===== config.mk =====
export PLATFORM = sky130hd
export DESIGN_NAME = prog_loader
export DESIGN_NICKNAME = d
export VERILOG_FILES = /design/src/rtl/prog_loader_pkg.sv /design/src/rtl/prog_loader.sv
export SDC_FILE = /design/constraint.sdc
export NUM_CORES = 1
export LEC_CHECK = 0
export BUFFER_PORTS_ARGS = -buffer_cell sky130_fd_sc_hd__buf_4
export CORE_MARGIN = 10
export CORE_UTILIZATION = 50
export DETAILED_ROUTE_END_ITERATION = 8
export PLACE_DENSITY = 0.72
export REMOVE_ABC_BUFFERS = 1
export SLEW_MARGIN = 20
export SYNTH_ARGS = -nofsm -noshare
export SYNTH_HDL_FRONTEND = slang
export SYNTH_SLANG_ARGS = --single-unit

===== constraint.sdc =====
create_clock -name clk -period 2.55 [get_ports clk]
set_clock_uncertainty 0.05 [all_clocks]
set_input_delay 0.255 -clock clk [delete_from_list [all_inputs] [get_ports clk]]
set_output_delay 0.255 -clock clk [all_outputs]
set_load 0.02 [all_outputs]

===== src/rtl/prog_loader_pkg.sv =====
// Shared definitions for the program loader: FSM states, default geometry
// and the running checksum helper.
package prog_loader_pkg;

  typedef enum logic [2:0] {
    IDLE  = 3'd0,
    LOAD  = 3'd1,
    CHECK = 3'd2,
    DONE  = 3'd3,
    ERR   = 3'd4
  } state_t;

  localparam int PROG_LEN_DEF = 16;
  localparam int AW_DEF       = 4;

  // Additive checksum: the carry out of bit 7 is deliberately dropped.
  function automatic logic [7:0] csum_add(input logic [7:0] sum, input logic [7:0] b);
    return sum + b;
  endfunction

endpackage


===== src/rtl/prog_loader.sv =====
// Streams PROG_LEN program bytes plus one checksum byte into RAM while holding
// the CPU, then releases it on a good checksum or flags an error on a bad one.
module prog_loader
  import prog_loader_pkg::*;
#(
  parameter int PROG_LEN = PROG_LEN_DEF,
  parameter int AW       = AW_DEF
) (
  input  logic          clk,
  input  logic          clr,
  input  logic          start,
  input  logic          in_valid,
  input  logic [7:0]    in_data,
  output logic          in_ready,
  output logic [AW-1:0] ram_addr,
  output logic [7:0]    ram_data,
  output logic          ram_we,
  output logic          cpu_hold,
  output logic          done,
  output logic          err
);

  // One extra count bit so the count can reach PROG_LEN itself without wrapping.
  localparam logic [AW:0] LAST_IDX = (AW+1)'(PROG_LEN - 1);
  localparam logic [AW:0] ONE      = (AW+1)'(1);

  state_t      state_r;
  logic [AW:0] count_r;
  logic [7:0]  sum_r;
  logic        xfer_s;

  assign xfer_s = in_valid & in_ready;

  // Loader FSM with all outputs registered; clr is a synchronous active-low reset.
  always_ff @(posedge clk) begin
    if (!clr) begin
      state_r  <= IDLE;
      count_r  <= '0;
      sum_r    <= 8'h00;
      in_ready <= 1'b0;
      ram_addr <= '0;
      ram_data <= 8'h00;
      ram_we   <= 1'b0;
      cpu_hold <= 1'b0;
      done     <= 1'b0;
      err      <= 1'b0;
    end else begin
      ram_we <= 1'b0;
      case (state_r)
        IDLE, DONE, ERR: begin
          if (start) begin
            state_r  <= LOAD;
            count_r  <= '0;
            sum_r    <= 8'h00;
            done     <= 1'b0;
            err      <= 1'b0;
            cpu_hold <= 1'b1;
            in_ready <= 1'b1;
          end else begin
            in_ready <= 1'b0;
          end
        end
        LOAD: begin
          if (xfer_s) begin
            ram_addr <= count_r[AW-1:0];
            ram_data <= in_data;
            ram_we   <= 1'b1;
            sum_r    <= csum_add(sum_r, in_data);
            count_r  <= count_r + ONE;
            if (count_r == LAST_IDX) begin
              state_r <= CHECK;
            end else begin
              state_r <= LOAD;
            end
          end else begin
            state_r <= LOAD;
          end
        end
        CHECK: begin
          // The checksum byte is compared, never written to RAM.
          if (xfer_s) begin
            in_ready <= 1'b0;
            if (in_data == sum_r) begin
              state_r  <= DONE;
              done     <= 1'b1;
              cpu_hold <= 1'b0;
            end else begin
              state_r  <= ERR;
              err      <= 1'b1;
              cpu_hold <= 1'b1;
            end
          end else begin
            state_r <= CHECK;
          end
        end
        default: begin
          state_r  <= IDLE;
          in_ready <= 1'b0;
          cpu_hold <= 1'b0;
          done     <= 1'b0;
          err      <= 1'b0;
        end
      endcase
    end
  end

endmodule


Yosys cells after proc, flatten, opt, wreduce, memory -nomap -nowiden --
Index checks and enable logic that the tools add are counted.
Storage, ports and cells: register bits after elaboration 33, input bits 12, output and inout bits 17, logic and storage cells 62
Operators by class: $add $sub $neg 2, equal/unequal tests 11, muxes and demuxes 27, bitwise operators 2, reductions and logical operators 10
Operators by type and width (number):
- two-way mux 8 bit | 2
- case mux 8 bit (2 select lines) | 1
- two-way mux 3 bit | 4
- case mux 1 bit (3 select lines) | 4
- two-way mux 1 bit | 11
- two-way mux 5 bit | 2
- != test 2 bit, second input constant | 5
- case mux 5 bit (2 select lines) | 1
- case mux 3 bit (3 select lines) | 1
- adder 8 bit | 1
- == test 8 bit | 1
- AND reduction 4 bit | 2
- == test 3 x 2 -> 1 bit, second input constant | 2
- AND reduction 2 bit | 3
- AND reduction 3 bit | 2
- adder 5 x 1 -> 5 bit, second input constant | 1
- == test 5 x 4 -> 1 bit, second input constant | 1
- == test 3 x 1 -> 1 bit, second input constant | 1
- == test 3 bit, second input constant | 1
- logical NOT 3 bit | 1
- OR reduction 3 bit | 1
- two-way mux 2 bit | 1
- nonzero test 2 bit | 1
- AND 1 bit | 1
- NOT 1 bit | 1

Logic depth before layout (Yosys ltp) --
Gate-level depths: netlist of the first run.
depth after elaboration 4, gate-level depth with buffers 7, gate-level depth less buffers 7

Least setup slack after synthesis of the first run --
No wires, ideal clock.
path kind flip-flop to flip-flop, start point reg sum_r[2], end point reg sum_r[7], setup time 0.074 ns, arrival time 1.659 ns, required time 2.426 ns, setup slack 0.767 ns, stages on the path, launching flop included 7, buffers on the path 0, clock period less this slack 1.783 ns, cells stage by stage dfxtp_1 ha_1 o21ai_0 nor3_1 mux2_2 a211o_1 a31oi_1
On the way: longest elaborated chain between the ends 3
RTL lines:
- start, declared | line prog_loader.sv:29 | logic [7:0] sum_r;
- start signal, assigned | line prog_loader.sv:68 | sum_r <= csum_add(sum_r, in_data);
- adder 8 bit | line prog_loader_pkg.sv:18 | return sum + b;
- two-way mux 8 bit | line prog_loader.sv:64 | if (xfer_s) begin
- case mux 8 bit (2 select lines) | line prog_loader.sv:49 | case (state_r)
No other way between the ends. The select of a mux whose other input is x is not followed. A chain may end at the register's enable or synchronous reset.

Worst setup path after layout of the first run --
start point reg state_r[0], end point reg sum_r[3]
On the way: longest elaborated chain between the ends 4, elaborated cells between the ends (all ways) 10, those cells by class eq/ne (5); mux (1); reduce/logical (4)
RTL lines:
- start, declared | line prog_loader.sv:27 | state_t state_r;
- start signal, assigned | line prog_loader.sv:37 | state_r <= IDLE;
- start signal, assigned | line prog_loader.sv:52 | state_r <= LOAD;
- start signal, assigned | line prog_loader.sv:71 | state_r <= CHECK;
- == test 3 x 2 -> 1 bit, or another cell as far along | line prog_loader.sv:49
- OR reduction 3 bit | line prog_loader.sv:49
- != test 2 bit (no line) / nonzero test 2 bit (equally long branches)
- AND reduction 3 bit (no line)
Several ways; a longest one is shown, not always the timed one.

==> flow_metrics.py, run 1 <==
metrics = {
    "layout": {
        "antennaDiodeCount": 0,
        "fillers": 292,
        "finalInstanceArea_um2": 1950,
        "drive_gt1_share_pct": 17.8,
        "syn_to_final_growth_pct": 16.3,
        "final_nets": 251,
    },
    "yosys": {
        "synth.most_common_cell": "dfxtp_1",
        "yosysUniqueCellTypes": 42,
        "synth-seq-cells": 33,
        "avgSynthCellArea_um2": 8.23,
        "synthTopCellsByCount": "dfxtp_1, nand2_1, a21oi_1, nor2_1, o21ai_0",
        "synthArstFlopShare_pct": 0,
        "synth_top_area_share_pct": 39.3,
        "syn_area_um2": 1680,
        "synth-warning-count": 0,
        "ys_top_cells_by_area": "dfxtp_1, a21oi_1, nand2_1, ha_1, nor2_1",
        "ys_seq_area_share_pct": 39.3,
        "synth_edf_count": 0,
        "ys.flop_type": "dfxtp_1",
        "syn-instance-count": 204,
        "yosys.area.top_type": "dfxtp_1",
    },
    "drt": {
        "wl_per_cell_um": 14.3,
        "num_vias": 1526,
        "routed_wl_um": 3920,
        "drc": 0,
        "firstDrtPassIters": 4,
        "routed_via_density": 5.57,
        "drt_iter0_markers": 104,
        "ant_nets": 0,
    },
    "clocking": {
        "clock-sinks": 33,
        "cts_tree": "yes",
        "cts-root-buf": "clkbuf_4",
        "cts_buffers": 5,
        "post-cts-setup-buffers": 0,
        "cts_resized": 0,
        "postCtsHoldBufs": 0,
        "h-tree-depth": 2,
        "clk_pin_slew_ns": 0.10,
        "insertion_delay_ns": 0.34,
        "clockBufferDepth": 2,
    },
    "pwr": {
        "intPower_w": 0.000686,
        "swShare_pct": 26.5,
        "p_leak_nw": 0.788,
        "p_switching_w": 0.000247,
        "p_seq_share_pct": 57.2,
        "p_comb_share_pct": 12.7,
        "clkPwrFrac_pct": 30.1,
        "p_per_area_nw_per_um2": 478,
        "vdd_drop_max_v": 0.000282,
    },
    "grt": {
        "grt_max_degree": 22,
        "overflow": 0,
        "gr-usage-all-layers_pct": 13.1,
        "grt_pass1_vias": 1439,
        "antenna_found_initial": 0,
        "grt_pass1_wl_um": 6540,
    },
    "floorplanning": {
        "dieArea_um2": 6080,
        "core_um2": 3130,
        "pin_count": 29,
        "start_util_pct": 53.7,
        "die_w_um": 78.0,
        "rows": 20,
        "fp.dieH_um": 78.0,
    },
    "worst_setup_path": {
        "worstSetupPathType": "reg -> reg",
        "cp-start-kind": "register",
        "cp-end-kind": "register",
        "rr_startpoint": "state_r[0]",
        "arrival_ns": 2.35,
        "critPathRequiredTime_ns": 2.75,
        "cp_max_fo": 14,
        "crit_path_start": "state_r[0]",
    },
    "sta": {
        "rsz0062_at_grt": "false",
        "fmax_mhz": 465,
        "hold_viol": 0,
        "finalSetupViolations": 0,
        "relSlewSlack_pct": 36.2,
        "tightest_slew_ns": 0.958,
        "layout_min_cycle_time_ns": 2.15,
        "setup_tns_ns": 0,
        "slew_viol_final": 0,
        "period_share_pct": 84.3,
    },
    "place": {
        "dpl-instance-area_um2": 1900,
        "dpl.hpwl_um": 2940,
        "gp_congestion": 0.851,
        "portBuffers": 28,
    },
    "run": {
        "maxCapViolations": 0,
    },
    "min_path": {
        "hp-start": "in_data[4]",
        "hold_class": "in -> reg",
    },
    "outcome": {
        "status": "complete, no violations",
    },
}
[sequential cells by signal, summed over array words and instances (netlist names)]
signal	flops
ram_data	8
sum_r	8
count_r	5
ram_addr	4
state_r	3
cpu_hold	1
done	1
err	1
in_ready	1
ram_we	1
[kinds of logic (layout without fill, tap and decap cells)]
kind of cell,count (synthesis),in the layout,synth area share [%]
and+or+nand+nor,79,79,22.4
AOI/OAI and AO/OA,58,58,21.6
DFF,33,33,39.3
buffers and inverters,16,42,4.17
adders and majority gates,10,10,7.90
xor gates and xnor gates,5,5,2.61
muxes,3,3,2.01
[placed cells by master, fill, tap and decap left out, drive strengths merged, types with 2 or more instances in the layout]
cell,instances
nand3,5
a22oi,6
xnor2,3
and2,4
nand2b,3
nor2,17
xor2,2
mux2,3
and3,2
buf,30
inv,4
o21ai,11
ha,9
a21oi,25
a211oi,2
nor3b,2
nor2b,3
nor4,3
a21o,2
nor3,3
dfxtp,33
o21a,3
nand2,31
clkbuf,8
[through the flow]
step / setup slack, ns / instances / hold slack (ns) / utilization (%) / power, W
2_1_floorplan: 0.108 / 192 / 0.323 / - / 0.000615
3_3_place_gp: 0.547 / 266 / 0.392 / 60.9 / 0.000660
3_5_place_dp: 0.489 / 266 / 0.397 / 60.9 / 0.000664
4_1_cts: 0.452 / 274 / 0.111 / 62.4 / 0.000943
5_1_grt: 0.270 / 274 / 0.120 / 62.4 / 0.000976
6_report: 0.401 / 274 / 0.116 / 62.4 / 0.000933
[power by group through the flow]
| stage | sequential [W] | combinational (W) | clock, W |
|---|---|---|---|
| 3_3_place_gp | 0.000545 | 0.000115 | 0 |
| 2_1_floorplan | 0.000551 | 0.0000635 | 0 |
| 5_1_grt | 0.000535 | 0.000130 | 0.000310 |
| 6_report | 0.000534 | 0.000118 | 0.000281 |
| 3_5_place_dp | 0.000546 | 0.000119 | 0 |
| 4_1_cts | 0.000534 | 0.000119 | 0.000290 |
[path summary, 6_finish.rpt]
kind	cells after the start	end	slack [ns]
worst max-delay path	4	sum_r[3]	0.40
worst min-delay path	3	ram_data[4]	0.12
worst max register to register	4	sum_r[3]	0.40
worst min register to register	2	ram_addr[2]	0.41
[final cells by class]
type	count	area (µm²)	area share (%)
Multi-Input combinational cell	155	948	48.6
Clock buffer	8	48.8	2.50
Inverter	4	15.0	0.769
Sequential cell	33	661	33.8
Tap cell	44	55.1	2.82
Timing Repair Buffer	30	225	11.5
[worst max-delay path, cell delays in order, from the launching register on]
cell     delay, ns
dfxtp_1       0.58
o21ai_0       0.26
a21oi_1       0.81
nor4_1        0.14
o21a_1        0.21
[routing by layer]
| metal | wire [µm] | track usage [%] | up-vias |
|---|---|---|---|
| met1 | 1690 | 13.5 | 714 |
| met5 | 0 | 0 | - |
| met2 | 1930 | 22.9 | 41 |
| li1 | - | - | 764 |
| met3 | 243 | 4.84 | 7 |
| met4 | 61 | 6.27 | 0 |
(Power assumes the default switching activity.)
==> run 2, diff against run 1 <==
--- a/config.mk
+++ b/config.mk
@@ -7,9 +7,9 @@
 export LEC_CHECK = 0
 export BUFFER_PORTS_ARGS = -buffer_cell sky130_fd_sc_hd__buf_4
 export CORE_MARGIN = 10
-export CORE_UTILIZATION = 50
+export CORE_UTILIZATION = 49
 export DETAILED_ROUTE_END_ITERATION = 8
-export PLACE_DENSITY = 0.72
+export PLACE_DENSITY = 0.74
 export REMOVE_ABC_BUFFERS = 1
 export SLEW_MARGIN = 20
 export SYNTH_ARGS = -nofsm -noshare
==> constraint.sdc (replaced) <==
create_clock -name clk -period 1.8 [get_ports clk]
set_clock_uncertainty 0.05 [all_clocks]
set_input_delay 0.18 -clock clk [delete_from_list [all_inputs] [get_ports clk]]
set_output_delay 0.18 -clock clk [all_outputs]
set_load 0.02 [all_outputs]
==> run 2 against run 1 <==
Compared with the run above:
- fmax grew 22%
- sequential share of layout area shrank 4.2 points
- cell count grew 7.3%
- power grew 50%
- critical path type unchanged
- highest routed layer unchanged
==> flow_metrics.py, run 2 (synthesis results as in run 1) <==
metrics = {
    "floorplanning": {
        "start_util_pct": 50.3,
        "fp.dieH_um": 78.5,
        "pin_count": 29,
        "core_um2": 3340,
        "rows": 21,
        "die_w_um": 78.5,
        "dieArea_um2": 6170,
    },
    "sta": {
        "setup_tns_ns": 0,
        "layout_min_cycle_time_ns": 1.76,
        "finalSetupViolations": 0,
        "fmax_mhz": 567,
        "hold_slack_ns": 0.0458,
        "rsz0062_at_grt": "true",
        "tightest_slew_ns": 0.554,
        "period_share_pct": 97.9,
        "hold_viol": 0,
        "relSlewSlack_pct": 63.0,
        "slew_viol_final": 0,
    },
    "worst_setup_path": {
        "critPathRequiredTime_ns": 1.97,
        "critPathBufInv": 0,
        "path_depth": 7,
        "cp_top_family": "adder cells",
        "reg2reg_slack_ns": 0.04,
        "cp-end-kind": "register",
        "arrival_ns": 1.94,
        "rr_endpoint": "sum_r[4]",
        "endpoint": "sum_r[4]",
        "worstSetupPathType": "reg -> reg",
        "slowest_delay_ns": 0.40,
        "crit_slowest_cell": "fa_1",
        "worstRegToRegCells": 7,
        "crit_chain": "ha_4, fa_1, a21o_1, a21oi_2, xnor2_1, a22oi_1, nor2_1",
        "cp_max_fo": 2,
        "cp-start-kind": "register",
        "rr_startpoint": "sum_r[0]",
        "crit_path_start": "sum_r[0]",
    },
    "clocking": {
        "cts-root-buf": "clkbuf_4",
        "cts_buffers": 5,
        "cts_tree": "yes",
        "clockBufferDepth": 2,
        "clk_pin_slew_ns": 0.11,
        "h-tree-depth": 2,
        "clock-sinks": 33,
        "insertion_delay_ns": 0.34,
    },
    "layout": {
        "antennaDiodeCount": 0,
        "reg_top3": "ram_data (8), sum_r (8), count_r (5)",
        "layout_commonest_cell": "buf_4",
        "postLayoutCoreUtil_pct": 67.5,
        "finalNonFillerCells": 294,
        "syn_to_final_growth_pct": 34.1,
        "final_cell_mix": "buf_4, nand2_1, dfxtp_1",
        "drive_gt1_share_pct": 34.3,
        "final_nets": 269,
    },
    "grt": {
        "grt_pass1_wl_um": 6910,
        "gr-usage-all-layers_pct": 13.7,
        "use_met2_pct": 23.1,
        "grt-busiest-layer": "met2",
        "grt_util_met3_pct": 4.78,
        "grt_pass1_vias": 1576,
        "overflow": 0,
        "met1_usage_pct": 15.4,
        "grt_max_degree": 21,
        "antenna_found_initial": 0,
    },
    "place": {
        "portBuffers": 28,
        "gp_congestion": 0.859,
        "dpl.hpwl_um": 3030,
        "dp_cells": 285,
    },
    "outcome": {
        "status": "complete, no violations",
    },
    "drt": {
        "ant_nets": 0,
        "drc": 0,
        "num_vias": 1617,
        "wl_per_cell_um": 14.6,
        "routed_via_density": 5.50,
        "drt_iter0_markers": 95,
        "routed_wl_um": 4310,
        "firstDrtPassIters": 4,
    },
    "pwr": {
        "swShare_pct": 28.6,
        "intPower_w": 0.000996,
        "power_w": 0.00140,
        "p_leak_nw": 0.890,
        "p_comb_share_pct": 16.0,
        "p_per_area_nw_per_um2": 620,
        "clkPwrFrac_pct": 30.0,
        "p_switching_w": 0.000399,
        "p_seq_share_pct": 54.0,
        "vdd_drop_max_v": 0.000546,
    },
    "run": {
        "maxCapViolations": 0,
    },
    "min_path": {
        "hold_class": "in -> reg",
    },
}
-- run 2: stage by stage --
stage                     area [µm²]  setup WS [ns]
after floorplan                 1620         -0.642
after global placement          2030        -0.0402
after detailed placement        2030        -0.0886
after CTS                       2140        -0.0308
after global routing            2250        -0.0397
final                           2250         0.0372
-- run 2: final cells by class --
| type | count | area, µm² |
|---|---|---|
| Sequential cell | 33 | 667 |
| Inverter | 4 | 15.0 |
| Tap cell | 46 | 57.6 |
| Timing Repair Buffer | 48 | 372 |
| Clock buffer | 5 | 37.5 |
| Multi-Input combinational cell | 155 | 1080 |
| Clock inverter | 3 | 17.5 |
| Fill cell | 290 | 1090 |
-- run 2: how the worst min path moves through the flow --
stage                     start           to  slack, ns  cells after the start
finish               in_data[6]  ram_data[6]       0.05                      3
global route         in_data[2]  ram_data[2]       0.05                      3
CTS                  in_data[2]  ram_data[2]       0.02                      3
detailed placement  ram_data[4]  ram_data[4]       0.40                      2
global placement     in_data[2]  ram_data[2]       0.40                      3
floorplan                   clr   state_r[1]       0.25                      1
-- run 2: repair_timing --
action | in CTS | in global routing
endpoints found under the setup margin | 5 | 9
setup buffers | 0 | 1
resized for setup | 7 | 27
hold buffers | 0 | 0
pin swaps | 1 | 6
-- run 2: routing by layer --
| layer | up-vias | share of wire [%] |
|---|---|---|
| met5 | - | 0 |
| met4 | 0 | 1.9 |
| met3 | 7 | 5.7 |
| met2 | 51 | 49 |
| met1 | 758 | 43 |
| li1 | 801 | - |
-- run 2: worst register-to-register path: stages (launching register included) --
cell,delay (ns)
dfxtp_2,0.35
ha_4,0.16
fa_1,0.40
a21o_1,0.21
a21oi_2,0.16
xnor2_1,0.09
a22oi_1,0.15
nor2_1,0.06
-- run 2: power by group through the flow --
stage	clock, W	combinational [W]	sequential (W)
final	0.000419	0.000223	0.000753
after global routing	0.000462	0.000245	0.000755
after CTS	0.000436	0.000205	0.000752
after global placement	0	0.000194	0.000768
after floorplan	0	0.0000900	0.000781
after detailed placement	0	0.000197	0.000769
==> run 3, diff against run 2 <==
--- a/config.mk
+++ b/config.mk
@@ -7,9 +7,9 @@
 export LEC_CHECK = 0
 export BUFFER_PORTS_ARGS = -buffer_cell sky130_fd_sc_hd__buf_4
 export CORE_MARGIN = 10
-export CORE_UTILIZATION = 49
+export CORE_UTILIZATION = 50
 export DETAILED_ROUTE_END_ITERATION = 8
-export PLACE_DENSITY = 0.74
+export PLACE_DENSITY = 0.72
 export REMOVE_ABC_BUFFERS = 1
 export SLEW_MARGIN = 20
 export SYNTH_ARGS = -nofsm -noshare
==> constraint.sdc (replaced) <==
create_clock -name clk -period 2.3 [get_ports clk]
set_clock_uncertainty 0.05 [all_clocks]
set_input_delay 0.23 -clock clk [delete_from_list [all_inputs] [get_ports clk]]
set_output_delay 0.23 -clock clk [all_outputs]
set_load 0.02 [all_outputs]
==> run 3 against run 2 <==
Compared with the run above:
- fmax decreased by 9.5%
- flip-flop and latch count unchanged
- power decreased by 9.2%
- combinational power decreased by 40%
- clock power increased by 30%
- die area decreased by 1.5%
- worst hold slack improved by 0.040 ns
- cell count decreased by 6.5%
- first-iteration DRC count increased by 7.4%
- utilization decreased by 2.9 points
- cell area decreased by 10%
==> flow_metrics.py, run 3 (synthesis results as in run 1) <==
metrics = {
    "outcome": {
        "status": "complete, no violations",
    },
    "run": {
        "maxCapViolations": 0,
    },
    "clocking": {
        "clock-sinks": 33,
        "cts-root-buf": "clkbuf_4",
        "cts_buffers": 5,
        "post-cts-setup-buffers": 0,
        "clockBufferDepth": 2,
        "insertion_delay_ns": 0.35,
        "cts_tree": "yes",
        "postCtsHoldBufs": 0,
        "clk_pin_slew_ns": 0.11,
        "h-tree-depth": 2,
    },
    "sta": {
        "finalSetupViolations": 0,
        "tightest_slew_ns": 0.667,
        "hold_viol": 0,
        "fmax_mhz": 513,
        "worst_slack_ns": 0.352,
        "layout_min_cycle_time_ns": 1.95,
        "relSlewSlack_pct": 55.5,
        "period_share_pct": 84.7,
        "rsz0062_at_grt": "false",
        "slew_viol_final": 0,
        "hold_slack_ns": 0.0857,
    },
    "layout": {
        "final_cell_mix": "dfxtp_1, nand2_1, buf_4",
        "layout_commonest_cell": "dfxtp_1",
        "syn_to_final_growth_pct": 20.2,
        "antennaDiodeCount": 0,
        "drive_gt1_share_pct": 19.9,
        "final_nets": 252,
        "reg_top3": "ram_data (8), sum_r (8), count_r (5)",
    },
    "grt": {
        "grt_max_degree": 22,
        "overflow": 0,
        "grt_pass1_wl_um": 6760,
        "grt_pass1_vias": 1504,
        "gr-usage-all-layers_pct": 13.5,
        "antenna_found_initial": 0,
    },
    "drt": {
        "drc": 0,
        "ant_nets": 0,
        "wl_per_cell_um": 14.1,
        "drt_iter0_markers": 102,
        "num_vias": 1486,
        "firstDrtPassIters": 4,
        "routed_via_density": 5.40,
        "routed_wl_um": 3870,
    },
    "worst_setup_path": {
        "cp-start-kind": "register",
        "arrival_ns": 2.18,
        "worstSetupPathType": "reg -> reg",
        "cp-end-kind": "register",
        "critPathRequiredTime_ns": 2.54,
        "cp_max_fo": 9,
    },
    "floorplanning": {
        "rows": 20,
        "die_w_um": 78.0,
        "dieArea_um2": 6080,
        "start_util_pct": 53.7,
        "pin_count": 29,
        "core_um2": 3130,
        "fp.dieH_um": 78.0,
    },
    "min_path": {
        "hold_class": "in -> reg",
    },
    "place": {
        "gp_congestion": 0.852,
        "dpl.hpwl_um": 2790,
        "portBuffers": 28,
        "pre_cts_ws_ns": 0.248,
    },
    "pwr": {
        "vdd_drop_max_v": 0.000393,
        "power_w": 0.00127,
        "p_leak_nw": 0.823,
        "p_per_area_nw_per_um2": 628,
    },
}
## run 3: cell types whose count changed in the layout (fill, tap and decap cells not counted), sizes merged
| cell | previous run | this run |
|---|---|---|
| buf | 48 | 31 |
| bufinv | 0 | 2 |
| clkinv | 2 | 1 |
| clkinvlp | 1 | 0 |
## run 3: repair_timing
action,CTS,global route
endpoints found under the hold margin,0,0
endpoints found under the setup margin,0,8
gates resized for setup,0,1
## run 3: cell type report
type / instances / area (µm²)
Clock buffer: 5 / 37.5
Tap cell: 44 / 55.1
Clock inverter: 3 / 65.1
Timing Repair Buffer: 31 / 233
Multi-Input combinational cell: 155 / 952
Sequential cell: 33 / 661
Inverter: 4 / 15.0
Fill cell: 286 / 1110
## run 3: power by group
part	total (W)	leakage [nW]	internal, W	switching, W
combinational	0.000134	0.500	0.0000596	0.0000745
clock	0.000543	0.0552	0.000336	0.000207
sequential	0.000590	0.267	0.000582	0.00000839
## run 3: final timing paths
kind          startpoint     endpoint  slack, ns  cells past startpoint
max           state_r[0]   count_r[4]       0.35                      6
min           in_data[3]  ram_data[3]       0.09                      3
max reg2reg   state_r[0]   count_r[4]       0.35                      6
min reg2reg  ram_data[1]  ram_data[1]       0.42                      2
## run 3: stage by stage
stage               utilization [%]  cells  area, µm²  TNS [ns]
detailed placement             61.1    267       1910         0
finish                         64.5    275       2020         0
global route                   64.5    275       2020         0
floorplan                         -    192       1620    -0.240
CTS                            64.4    275       2010         0
global placement               61.1    267       1910         0
## run 3: per-layer routing
layer / global-route usage [%] / share of wire (%) / vias to the layer above
met2: 22.1 / 48 / 27
met5: 0 / 0 / -
met1: 15.1 / 46 / 684
met3: 5.53 / 4.9 / 6
met4: 5.56 / 1.5 / 0
li1: - / - / 769
## run 3: worst max-delay path: stages (launching register included)
cell     delay [ns]
dfxtp_1        0.46
or3b_1         0.42
or2_0          0.43
buf_4          0.28
nor2_1         0.09
a21oi_1        0.05
nor2_1         0.10
